`src/rtl/seq_det_pkg.sv`:
```
// Shared constants for the parametrised serial pattern detector.
package seq_det_pkg;
  localparam int MODE_NONOVERLAP = 0;
  localparam int MODE_OVERLAP    = 1;
  localparam int MAX_PATTERN_LEN = 32;
endpackage

```
`src/rtl/seq_window.sv`:
```
// Serial history window: shift register of the last PATTERN_LEN-1 valid bits
// plus a saturating fill counter that says when a full compare window exists.
module seq_window import seq_det_pkg::*; #(
  parameter int PATTERN_LEN = 4,
  parameter int OVERLAP     = MODE_OVERLAP
) (
  input  logic                   clk,
  input  logic                   rst,
  input  logic                   valid_i,
  input  logic                   data_i,
  input  logic                   load_i,
  input  logic                   match_i,
  output logic [PATTERN_LEN-1:0] window_o,
  output logic                   armed_o
);
  localparam int FILL_W = $clog2(PATTERN_LEN);
  localparam logic [FILL_W-1:0] FILL_MAX = FILL_W'(PATTERN_LEN - 1);

  logic [PATTERN_LEN-2:0] hist_q, hist_d;
  logic [FILL_W-1:0]      fill_q, fill_d;

  assign window_o = {hist_q, data_i};
  assign armed_o  = (fill_q == FILL_MAX);

  always_comb begin
    hist_d = hist_q;
    fill_d = fill_q;
    // A load drops the same-cycle bit and restarts the fill count.
    if (load_i) begin
      fill_d = '0;
    end else if (valid_i) begin
      hist_d = window_o[PATTERN_LEN-2:0];
      if (match_i && OVERLAP == MODE_NONOVERLAP) fill_d = '0;
      else if (!armed_o)                         fill_d = fill_q + 1'b1;
    end
  end

  always_ff @(posedge clk) begin
    if (rst) begin
      hist_q <= '0;
      fill_q <= '0;
    end else begin
      hist_q <= hist_d;
      fill_q <= fill_d;
    end
  end
endmodule

```
`src/rtl/seq_detector_param.sv`:
```
// Parametrised MSB-first serial pattern detector with reloadable pattern,
// registered match pulse and saturating match counter.
module seq_detector_param import seq_det_pkg::*; #(
  parameter int                     PATTERN_LEN   = 4,
  parameter logic [PATTERN_LEN-1:0] RESET_PATTERN = 4'b1010,
  parameter int                     OVERLAP       = MODE_OVERLAP,
  parameter int                     CNT_W         = 8
) (
  input  logic                   clk,
  input  logic                   rst,
  input  logic                   in_valid,
  input  logic                   data,
  input  logic                   pat_load,
  input  logic [PATTERN_LEN-1:0] pat_in,
  output logic                   detected,
  output logic [CNT_W-1:0]       match_count,
  output logic                   count_sat
);
  if (PATTERN_LEN < 2 || PATTERN_LEN > MAX_PATTERN_LEN || CNT_W < 1) begin : g_bad_cfg
    $error("seq_detector_param: illegal PATTERN_LEN=%0d or CNT_W=%0d", PATTERN_LEN, CNT_W);
  end

  logic [PATTERN_LEN-1:0] pat_q, pat_d;
  logic                   det_q, det_d;
  logic [CNT_W-1:0]       cnt_q, cnt_d;
  logic                   sat_q, sat_d;
  logic [PATTERN_LEN-1:0] window;
  logic                   armed;
  logic                   match;

  seq_window #(
    .PATTERN_LEN (PATTERN_LEN),
    .OVERLAP     (OVERLAP)
  ) u_window (
    .clk      (clk),
    .rst      (rst),
    .valid_i  (in_valid),
    .data_i   (data),
    .load_i   (pat_load),
    .match_i  (match),
    .window_o (window),
    .armed_o  (armed)
  );

  // Mealy decision on the bit being sampled this cycle; load wins over data.
  assign match = in_valid && !pat_load && armed && (window == pat_q);

  always_comb begin
    pat_d = pat_load ? pat_in : pat_q;
    det_d = match;
    cnt_d = cnt_q;
    if (match && cnt_q != '1) cnt_d = cnt_q + 1'b1;
    sat_d = sat_q || (&cnt_d);
  end

  always_ff @(posedge clk) begin
    if (rst) begin
      pat_q <= RESET_PATTERN;
      det_q <= 1'b0;
      cnt_q <= '0;
      sat_q <= 1'b0;
    end else begin
      pat_q <= pat_d;
      det_q <= det_d;
      cnt_q <= cnt_d;
      sat_q <= sat_d;
    end
  end

  assign detected    = det_q;
  assign match_count = cnt_q;
  assign count_sat   = sat_q;
endmodule

```
`config.mk`:
```
export PLATFORM = sky130hd
export DESIGN_NAME = seq_detector_param
export DESIGN_NICKNAME = d
export VERILOG_FILES = /design/src/rtl/seq_det_pkg.sv /design/src/rtl/seq_window.sv /design/src/rtl/seq_detector_param.sv
export SDC_FILE = /design/constraint.sdc
export NUM_CORES = 1
export LEC_CHECK = 0
export ABC_AREA = 1
export CAP_MARGIN = 5
export CORE_MARGIN = 4
export CORE_UTILIZATION = 51
export CTS_CLUSTER_DIAMETER = 120
export CTS_CLUSTER_SIZE = 40
export DETAILED_ROUTE_END_ITERATION = 10
export PLACE_DENSITY = 0.77
export SLEW_MARGIN = 20
export SYNTH_ARGS = -nofsm -noshare
export SYNTH_HDL_FRONTEND = slang
export SYNTH_SLANG_ARGS = --single-unit
```
`constraint.sdc`:
```
create_clock -name clk -period 2 [get_ports clk]
set_input_delay 0.4 -clock clk [delete_from_list [all_inputs] [get_ports clk]]
set_output_delay 0.4 -clock clk [all_outputs]
set_load 0.1 [all_outputs]
```
; ---- Word-level counts from Yosys, hierarchy flattened
; Cells that the tools add are included.
; Widths: inputs -> output; s select.
[op_classes]
muxes = 1
n_bitwise = 2
n_addsub = 2
n_eq_ne = 3
reduce_logical = 10
[ops]
columns = operator, n
row1 = $add 8x1->8 const B, 1
row2 = $mux 8, 1
row3 = $ne 8x8->1 const B, 1
row4 = $reduce_and 8->1, 1
row5 = $eq 4x4->1, 1
row6 = $logic_and 1x1->1, 4
row7 = $reduce_and 2->1, 2
row8 = $add 2x1->2 const B, 1
row9 = $eq 2x2->1 const B, 1
row10 = $not 1->1, 2
row11 = $reduce_or 2->1, 1
row12 = $logic_not 1->1, 1
row13 = $logic_or 1x1->1, 1
[word_totals]
output_inout_bits = 10
register_bits = 19
inputBits = 9
elab_cells = 24

; ---- Depth between registers and ports, before layout
; Gate-level depths: netlist (run 1).
[depth]
ltp_word = 8
ltp_mapped = 13
ltp_nobuf = 13

; ---- Cells and area by module
; From an unflattened synthesis (run 1), not the netlist that was laid out.
[unflattened]
cells_unflattened = 172
area_unflattened_um2 = 1161.1
[modules_own_cells]
columns = mod, cells_per_inst, seq_area_each_um2, instances, area_each_um2
row1 = seq_detector_param, 134, 280.3, 1, 915.9
row2 = seq_window, 38, 100.1, 1, 245.2

; ---- Worst setup path after synthesis (run 1)
; Ideal clock, no wire load.
[synth_timing]
path_kind = reg-to-reg
from = register cnt_q[0], in the netlist match_count[0]
to = register sat_q, in the netlist count_sat
path_stages_with_launch = 12
path_buffers = 0
slack_ns = -0.377
required_time_ns = 1.933
t_arrival_ns = 2.310
period_less_slack_ns = 2.377
cell_sequence = dfxtp_1 > ha_1 > nand2_1 > nor2_4 > nand2_2 > nand4_2 > nand2_1 > nand2_1 > nand2_1 > nor2_1 > nand2_1 > a21oi_2
[synth_via]
elab_chain_len = 5
word_cells_on_any_way = 6
cone_classes = 1 x add/sub / 1 x eq/ne / 1 x mux / 3 x reduce/logical
[synth_rtl]
columns = item, line_no
row1 = "start, declared", seq_detector_param.sv:25  ; logic [CNT_W-1:0] cnt_q, cnt_d;
row2 = "start signal, assigned", seq_detector_param.sv:65  ; cnt_q <= cnt_d;
row3 = branches (longest 2 deep; another with $add 8x1->8), --
row4 = $mux 8 *, seq_detector_param.sv:52  ; if (match && cnt_q != '1) cnt_d = cnt_q + 1'b1;
row5 = $reduce_and 8->1 *, seq_detector_param.sv:53  ; sat_d = sat_q || (&cnt_d);
row6 = $logic_or 1x1->1 *, seq_detector_param.sv:53
row7 = "end signal, assigned", seq_detector_param.sv:66  ; sat_q <= sat_d;
row8 = "end, declared", seq_detector_param.sv:26  ; logic sat_q, sat_d;
; Mark *: on every way between the ends.
; A chain may end at the register's enable or synchronous reset.

; ---- Worst setup path in the final report (run 1)
; Same ends and word-level chain as after synthesis.

==> out/metrics.csv, run 1 <==
stage,metric,value,unit
outcome,outcome,finished clean,
drt,finalWirelength,2.34,mm
drt,dr.pass1.iters,4,
floorplan,die_x,54.3,µm
logic_synthesis,postSynthAreaPerCell,6.56,µm²
drt,wl_per_cell,10.3,µm
cts,htreeDepth,1,
sta,min_period,1760,ps
layout,drive_above_1_share,23.5,%
flow_run,cap_viol_max_count,0,
worst_setup_path,reg2reg_from,match_count[0],
floorplan,die_h,54.3,µm
worst_setup_path,crit_path_start_kind,flip-flop,
sta,max_slew.worst_pin.slew,343,ps
worst_setup_path,path_delay_family,simple AND/OR/NAND/NOR gates,
sta,rsz0062_at_grt,false,
drt,route.detailed.drc,0,
drt,postRouteAntennaNets,0,
power,p_sw,0.000179,W
power,power.share.switching,26.0,%
global_routing,grt_start_max_net_pins,11,
floorplan,die_area,2950,µm²
sta,drv_slew,0,
logic_synthesis,synth_fp_nets,178,
global_routing,grt_pass1_wl,4.16,mm
drt,vias,1089,
worst_setup_path,ff2ff_setup_slack,240,ps
layout,multiInputGateArea,617,µm²
worst_setup_path,cpMostUsedCell,nand2_1,
worst_setup_path,crit_chain,ha_1 -> nand2_1 -> nor2_4 -> nand2_2 -> nand4_2 -> nand2_1 -> nand2_1 -> nand2_1 -> nor2_1 -> nand2_1 -> a21oi_2,
floorplan,initial_core_util,54.7,%
power,combPwrFrac,13.5,%
power,power_frac_seq,57.9,%
floorplan,core-area,2000,µm²
drt,routed_via_density,4.80,
logic_synthesis,synth.top_cell.area_share,34.7,%
worst_setup_path,critical_path_required,2240,ps
global_routing,grt_pass1_vias,1002,
global_routing,grt_usage,19.5,%
layout,nets,212,
worst_setup_path,arrival,2000,ps
cts,clkTransAtPathRegs,100,ps
placed_design,dpl.hpwl,1.94,mm
sta,setup_violations,0,
cts,cts_hold_buf,0,
layout,fillers,183,
cts,cts_setup_buffers,0,
logic_synthesis,synth.top_cells.by_area,"dfxtp_1, nand2_1, inv_1",
sta,worst_slack,240,ps
floorplan,fp-row-count,16,
worst_hold_path,hold_depth,2,
layout,diodes,0,
global_routing,antenna_found_initial,0,
cts,clock-sinks,19,
power,p_leak,0.674,nW
layout,regArea,390,µm²
worst_hold_path,hp-class,flip-flop to flip-flop,
placed_design,dpl_worst_slack,-56.9,ps
cts,clock_latency,300,ps
logic_synthesis,yosysSeqAreaShare,34.7,%
worst_setup_path,r2r-end,count_sat,
cts,cts_buffers,3,
sta,fin_setup_tns,0,ps
logic_synthesis,netlist_instances,167,
power,p_int,0.000509,W
cts,cts_resized,0,
sta,max-slew-margin-rel,77.1,%
drt,drt_iter0_markers,19,
floorplan,ioPinCount,19,
cts,root_buffer,clkbuf_4,
worst_setup_path,r2r_cells,11,
placed_design,gp_congestion,0.857,
worst_setup_path,end_kind,flip-flop,
cts,cts_tree,built,
worst_setup_path,crit_type,flip-flop to flip-flop,
worst_setup_path,path_buf_inv,0,
power,clkPwrFrac,28.7,%
logic_synthesis,ys_ff_latch,19,
sta,hold_viol,0,
power,power_density,489,nW/µm²
power,ir_drop,0.000431,V
placed_design,portBuffers,18,
worst_setup_path,slowest_stage,dfxtp_2,
sta,fmax,568,MHz
sta,fin_skew,8.11,ps
cts,clockBufferDepth,2,
worst_setup_path,max_stage_delay,380,ps
worst_hold_path,worstHoldStart,count_sat,
logic_synthesis,ys_warn_count,0,
logic_synthesis,synth_top_area_cell,dfxtp_1,
worst_hold_path,min_to,count_sat,
logic_synthesis,synth_cell_types,20,
worst_setup_path,crit_path_max_fanout,8,
logic_synthesis,syn_area,1090,µm²
global_routing,grt_overflow,0,
sta,fin_crit_sh,88.0,%
layout,area_growth,28.5,%
[layer usage]
metal | up-vias | wire length (µm) | GRT usage [%]
met5 | - | 0 | 0
li1 | 594 | - | -
met2 | 17 | 1100 | 33.5
met4 | 0 | 34 | 7.47
met1 | 473 | 1120 | 23.6
met3 | 5 | 87 | 4.09
[layout make-up]
cell class / instances / area share [%]
Timing Repair Buffer: 30 / 17.4
Sequential cell: 19 / 27.8
Multi-Input combinational cell: 122 / 43.9
Clock buffer: 4 / 1.87
Tap cell: 27 / 2.40
Inverter: 25 / 6.67
[layout by cell type, fill, tap and decap left out]
cell type | netlist | layout
nand2_1 | 54 | 54
inv_1 | 23 | 23
buf_4 | 0 | 22
a21oi_1 | 16 | 16
nor2_1 | 12 | 12
dfxtp_1 | 19 | 11
nand3_1 | 9 | 9
o21ai_0 | 9 | 9
clkdlybuf4s50_1 | 0 | 8
dfxtp_2 | 0 | 8
nor2_4 | 5 | 5
nand2_2 | 3 | 3
xor2_1 | 3 | 3
clkbuf_4 | 0 | 3
inv_2 | 2 | 2
xnor2_1 | 2 | 2
nand4_1 | 2 | 2
ha_1 | 2 | 2
nand3_2 | 1 | 1
nor2_2 | 1 | 1
nand4_2 | 1 | 1
nor3_1 | 1 | 1
a21oi_2 | 1 | 1
clkbuf_1 | 1 | 1
[kinds of logic after synthesis]
group                    after synthesis  share of synthesized area, %
AND/OR/NAND/NOR                       89                          37.8
AO/OA/AOI/OAI                         26                          12.2
buffers and inverters                 26                          8.91
flip-flops                            19                          34.7
XOR/XNOR                               5                          4.00
adder cells (fa/ha/maj)                2                          2.29
[power by group through the flow]
stage	clock, W	sequential [W]	combinational (W)
after CTS	0.000205	0.000398	0.0000937
after global routing	0.000223	0.000400	0.000105
after global placement	0	0.000406	0.0000897
after detailed placement	0	0.000407	0.0000933
final	0.000197	0.000398	0.0000927
after floorplan	0	0.000404	0.0000544
[how the worst max path moves through the flow]
stage,startpoint,depth (start not counted),to,slack [ps]
5_1_grt,match_count[0],11,count_sat,40
3_3_place_gp,data,13,count_sat,-30
6_report,match_count[0],11,count_sat,240
4_1_cts,match_count[0],11,count_sat,230
2_1_floorplan,match_count[0],11,count_sat,30
3_5_place_dp,data,13,count_sat,-60
[tightest hold or removal path, cell delays in order, from the launching register on]
cell     delay [ps]
dfxtp_1         320
inv_1            60
a21oi_2          50
[per-stage QoR]
stage	cells	power (W)	utilization, %	hold WS [ps]	cell area (µm²)
2_1_floorplan	167	0.000459	-	443	1100
4_1_cts	227	0.000697	70.3	479	1410
5_1_grt	227	0.000728	70.3	494	1410
3_5_place_dp	223	0.000500	68.9	463	1380
6_report	227	0.000688	70.3	474	1410
3_3_place_gp	223	0.000496	68.9	451	1380
[state kept, by name, summed over array words and instances, names as in the netlist]
signal	flops
match_count	8
detected	1
pat_q	4
u_window.fill_q	2
u_window.hist_q	3
count_sat	1
[synth_stat cells]
cell and count:
nand2_1 54, a21oi_2 1, nor2_2 1, inv_2 2, nor2_4 5, clkbuf_1 1
inv_1 23, o21ai_0 9, dfxtp_1 19, nand4_2 1, a21oi_1 16, xor2_1 3
nand3_2 1, xnor2_1 2, nor2_1 12, ha_1 2, nand4_1 2, nand2_2 3
nor3_1 1, nand3_1 9
Note: power is estimated with default switching activity, not from simulation.
==> run 2, diff against run 1 <==
CORE_UTILIZATION = 55   (was 51)
PLACE_DENSITY = 0.83   (was 0.77)
SKIP_LAST_GASP = 1   (was default)
clock period = 2.23 ns   (was 2 ns; I/O delays follow)
==> out/metrics.csv, run 2 (synthesis results as in run 1) <==
stage,metric,value,unit,change
worst_setup_path,critical_path_required,2460,ps,+220 ps
worst_setup_path,path_delay_family,simple AND/OR/NAND/NOR gates,,
layout,nets,202,,-4.7%
floorplan,ioPinCount,19,,unchanged
worst_setup_path,cpMostUsedCell,nand2_1,,
drt,postRouteAntennaNets,0,,unchanged
cts,cts_tree,built,,
cts,cts_hold_buf,0,,unchanged
worst_hold_path,hp-class,flip-flop to flip-flop,,
worst_setup_path,path_buf_inv,1,,+1
cts,clock_latency,290,ps,about the same
sta,fin_crit_sh,83.9,%,
layout,postLayoutCoreUtil,73.3,%,+3.1 points
global_routing,grt_pass1_vias,969,,-3.3%
global_routing,grt_overflow,0,,unchanged
floorplan,die_area,2770,µm²,-6.2%
global_routing,grt_pass1_wl,4.23,mm,+1.7%
layout,area_growth,20.7,%,
cts,cts_setup_buffers,0,,unchanged
drt,vias,1094,,+0.46%
placed_design,portBuffers,18,,unchanged
layout,final_common_cell,nand2_1,,
power,ir_drop,0.000352,V,-18%
floorplan,core-area,1800,µm²,-10%
placed_design,dpl.hpwl,2.05,mm,+5.4%
floorplan,die_x,52.6,µm,-3.2%
global_routing,grt_start_max_net_pins,11,,unchanged
worst_setup_path,crit_path_start_kind,input pin,,
sta,fin_skew,6.40,ps,-1.71 ps
worst_setup_path,slowest_stage,clkdlybuf4s50_1,,
floorplan,die_h,52.6,µm,-3.2%
outcome,outcome,finished clean,,
drt,route.detailed.drc,0,,unchanged
drt,finalWirelength,2.51,mm,+7.2%
worst_setup_path,end_kind,flip-flop,,
sta,drv_slew,0,,unchanged
layout,largest_reg_flops,8,,unchanged
cts,clkTransAtPathRegs,110,ps,about the same
sta,setup_violations,0,,unchanged
layout,drive_above_1_share,16.3,%,-7.2 points
layout,diodes,0,,unchanged
sta,min_period,1870,ps,
power,p_leak,0.627,nW,-6.9%
sta,fmax,534,MHz,
worst_setup_path,crit_path_max_fanout,7,,-1
floorplan,fp-row-count,15,,-1
sta,hold_viol,0,,unchanged
global_routing,grt_usage,20.7,%,+1.2 points
placed_design,gp_congestion,0.896,,+4.6%
cts,clockBufferDepth,2,,unchanged
flow_run,cap_viol_max_count,0,,unchanged
cts,htreeDepth,1,,unchanged
layout,layout_common_cells,"nand2_1, inv_1, dfxtp_1, a21oi_1",,
worst_setup_path,max_stage_delay,550,ps,+170 ps
drt,routed_via_density,5.09,,+6.1%
drt,wl_per_cell,11.7,µm,+13%
sta,whs,481,ps,+6.25 ps
worst_setup_path,crit_chain,clkdlybuf4s50_1 -> nor2_4 -> nand4_1 -> nor2_1 -> nand3_1 -> nand2_1 -> nand2_1 -> nor2_1 -> nand2_1 -> a21oi_2,,
cts,clock-sinks,19,,unchanged
worst_setup_path,arrival,2110,ps,+110 ps
sta,fin_setup_tns,0,ps,unchanged
global_routing,antenna_found_initial,0,,unchanged
sta,rsz0062_at_grt,false,,
drt,dr.pass1.iters,5,,+1
drt,drt_iter0_markers,56,,+37
cts,root_buffer,clkbuf_4,,
floorplan,initial_core_util,60.8,%,+6.1 points
cts,cts_resized,0,,unchanged
cts,cts_buffers,3,,unchanged
sta,max-slew-margin-rel,81.1,%,+4.0 points
power,power_density,460,nW/µm²,-6.0%
sta,max_slew.worst_pin.slew,282,ps,-60.5 ps
worst_setup_path,crit_type,input pin to flip-flop,,
## run 2: worst paths after layout
kind / from / end / slack (ps) / cells past startpoint
min: count_sat / count_sat / 480 / 2
max reg2reg: match_count[0] / count_sat / 460 / 11
min reg2reg: count_sat / count_sat / 480 / 2
max: pat_load / count_sat / 360 / 10
## run 2: power breakdown
| group | total (W) | internal, W | switching (W) | leakage (nW) |
|---|---|---|---|---|
| clock | 0.000171 | 0.0000695 | 0.000101 | 0.0150 |
| sequential | 0.000357 | 0.000349 | 0.00000801 | 0.156 |
| combinational | 0.0000797 | 0.0000335 | 0.0000462 | 0.456 |
| total | 0.000608 | 0.000452 | 0.000155 | 0.627 |
## run 2: stage by stage
stage               worst slack [ps]  total power (W)  cells  area, µm²
floorplan                       26.3         0.000412    167       1100
global placement                 124         0.000441    211       1290
detailed placement              80.1         0.000444    211       1290
CTS                              375         0.000613    215       1320
global route                     148         0.000642    215       1320
finish                           359         0.000608    215       1320
## run 2: worst min-delay path: cells and delay by family, from the launching register on
kind / cells / cell delay, ps
flops: 1 / 330
buf+inv: 1 / 60
compound gates: 1 / 50
## run 2: layout make-up
type / count / area (µm²)
multi-input combinational: 122 / 617
inverter: 25 / 93.8
sequential: 19 / 383
tap: 25 / 31.3
fill: 165 / 480
timing repair buffer: 20 / 170
clock buffer: 4 / 26.3
## run 2: routing by layer
layer  global-route usage, %  vias to the layer above  routed length [µm]
met3                    3.99                        4                 189
met4                    7.66                        0                  35
met1                    27.2                      478                1130
met5                       0                        -                   0
li1                        -                      571                   -
met2                    33.3                       41                1150
==> run 3, diff against run 2 <==
CORE_UTILIZATION = 51   (was 55)
PLACE_DENSITY = 0.77   (was 0.83)
clock period = 1.92 ns   (was 2.23 ns; I/O delays follow)
==> out/metrics.csv, run 3 (synthesis results as in run 1) <==
stage,metric,value,unit,change
layout,fillers,168,,+1.8%
cts,cts_tree,built,,
outcome,outcome,finished clean,,
cts,clock-sinks,19,,unchanged
placed_design,dpl.hpwl,2.10,mm,+2.4%
worst_setup_path,critical_path_required,2170,ps,-290 ps
sta,setup_violations,0,,unchanged
floorplan,die_area,2950,µm²,+6.6%
floorplan,core-area,2000,µm²,+11%
sta,fin_crit_sh,89.9,%,
cts,clockBufferDepth,2,,unchanged
drt,route.detailed.drc,0,,unchanged
worst_setup_path,end_kind,flip-flop,,
layout,final_common_cell,nand2_1,,
layout,largest_reg_flops,8,,unchanged
global_routing,grt_pass1_vias,1154,,+19%
layout,drive_above_1_share,25.5,%,+9.2 points
cts,clock_latency,300,ps,about the same
flow_run,cap_viol_max_count,0,,unchanged
drt,dr.pass1.iters,4,,-1
worst_setup_path,crit_type,input pin to flip-flop,,
sta,fin_setup_tns,0,ps,unchanged
power,power.share.switching,26.6,%,+1.1 points
cts,htreeDepth,1,,unchanged
placed_design,portBuffers,18,,unchanged
floorplan,die_h,54.3,µm,+3.3%
placed_design,gp_congestion,0.824,,-8.0%
power,p_int,0.000529,W,+17%
worst_hold_path,hp-class,flip-flop to flip-flop,,
sta,fin_skew,3.68,ps,-2.72 ps
floorplan,initial_core_util,54.7,%,-6.1 points
worst_setup_path,crit_path_max_fanout,3,,-4
cts,clkTransAtPathRegs,110,ps,about the same
floorplan,ioPinCount,19,,unchanged
drt,wl_per_cell,11.2,µm,-4.4%
layout,area_growth,35.5,%,
power,power_frac_seq,57.2,%,-1.6 points
worst_setup_path,cpMostUsedCell,nand2_1,,
drt,drt_iter0_markers,17,,-70%
drt,routed_via_density,5.02,,-1.3%
sta,max_slew.worst_pin.slew,280,ps,-2.16 ps
drt,postRouteAntennaNets,0,,unchanged
layout,nets,216,,+6.9%
worst_setup_path,crit_path_start_kind,input pin,,
floorplan,die_x,54.3,µm,+3.3%
power,combPwrFrac,13.7,%,+0.6 points
layout,regArea,395,µm²,+3.3%
layout,multiInputGateArea,622,µm²,+0.81%
sta,min_period,1730,ps,
layout,diodes,0,,unchanged
power,ir_drop,0.000412,V,+17%
drt,finalWirelength,2.58,mm,+2.8%
sta,rsz0062_at_grt,false,,
placed_design,dpl_worst_slack,-131,ps,-211 ps
global_routing,grt_usage,21.7,%,+1.0 points
power,clkPwrFrac,29.1,%,+1.0 points
sta,drv_slew,0,,unchanged
layout,layout_common_cells,"nand2_1, inv_1, buf_4, a21oi_1, nor2_1",,
sta,worst_slack,193,ps,-165 ps
global_routing,grt_start_max_net_pins,13,,+2
power,p_sw,0.000192,W,+24%
power,p_leak,0.699,nW,+12%
sta,fmax,579,MHz,
sta,hold_viol,0,,unchanged
drt,vias,1160,,+6.0%
floorplan,fp-row-count,16,,+1
worst_setup_path,crit_chain,clkdlybuf4s50_1 -> inv_1 -> nand2_1 -> nand2_1 -> nor2_1 -> nand2_1 -> nor2_1 -> nand3_1 -> nand2_1 -> nand2_1 -> nor2_1 -> nand2_1 -> a21oi_2,,
cts,cts_buffers,3,,unchanged
cts,root_buffer,clkbuf_4,,
power,power,0.000721,W,+19%
global_routing,grt_pass1_wl,4.73,mm,+12%
worst_setup_path,arrival,1980,ps,-130 ps
worst_setup_path,max_stage_delay,500,ps,-50 ps
sta,max-slew-margin-rel,81.5,%,+0.36 points
worst_setup_path,slowest_stage,clkdlybuf4s50_1,,
power,power_density,486,nW/µm²,+5.7%
global_routing,antenna_found_initial,0,,unchanged
global_routing,grt_overflow,0,,unchanged
==> run 3: cell count changes in the layout (fill, tap and decap cells not counted) <==
cell | before | now
dfxtp_4 | 0 | 2
nand3_1 | 9 | 8
nand3_2 | 1 | 2
dfxtp_1 | 17 | 11
buf_4 | 12 | 23
dfxtp_2 | 2 | 6
buf_12 | 0 | 3
==> run 3: power by group through the flow <==
| stage | clock [W] | combinational [W] | sequential, W |
|---|---|---|---|
| detailed placement | 0 | 0.0000986 | 0.000421 |
| CTS | 0.000208 | 0.0000989 | 0.000412 |
| global placement | 0 | 0.0000952 | 0.000420 |
| finish | 0.000210 | 0.0000987 | 0.000413 |
| global route | 0.000229 | 0.000112 | 0.000415 |
| floorplan | 0 | 0.0000566 | 0.000419 |
==> run 3: final timing paths <==
path	startpoint	end	slack, ps	cells after the start
max reg2reg	match_count[0]	count_sat	220	11
min reg2reg	count_sat	count_sat	470	2
min	count_sat	count_sat	470	2
max	data	count_sat	190	13
==> run 3: repair_timing <==
item | in CTS | in global routing
endpoints found under the setup margin | 0 | 1
buffers inserted | 0 | 0
endpoints found under the hold margin | 0 | 0
hold buffers | 0 | 0
resized for setup | 0 | 1
==> run 3: cell type report <==
type                       instances  area share (%)
multi-input combinational        122            41.9
sequential                        19            26.6
timing repair buffer              34            21.1
inverter                          25            6.32
tap                               27            2.28
clock buffer                       4            1.77
==> run 3: critical path: cells and delay by family <==
kind	cells	cell delay [ps]
buffers and inverters	2	560
and+or+nand+nor	10	910
AOI/OAI and AO/OA	1	110
==> run 3: routing by layer <==
metal / track usage [%] / part of all wire, % / vias to the layer above
li1: - / - / 604
met4: 6.22 / 0.82 / 0
met3: 3.27 / 3.1 / 4
met5: 0 / 0 / -
met1: 25.5 / 47 / 538
met2: 40.2 / 49 / 14
==> run 3: through the flow <==
step,std cells,hold slack (ps),instance area [µm²],utilization (%)
global placement,227,451,1450,72.6
CTS,231,473,1480,73.9
finish,231,469,1480,74.1
floorplan,167,443,1110,-
global route,231,500,1480,74.1
detailed placement,227,456,1450,72.6
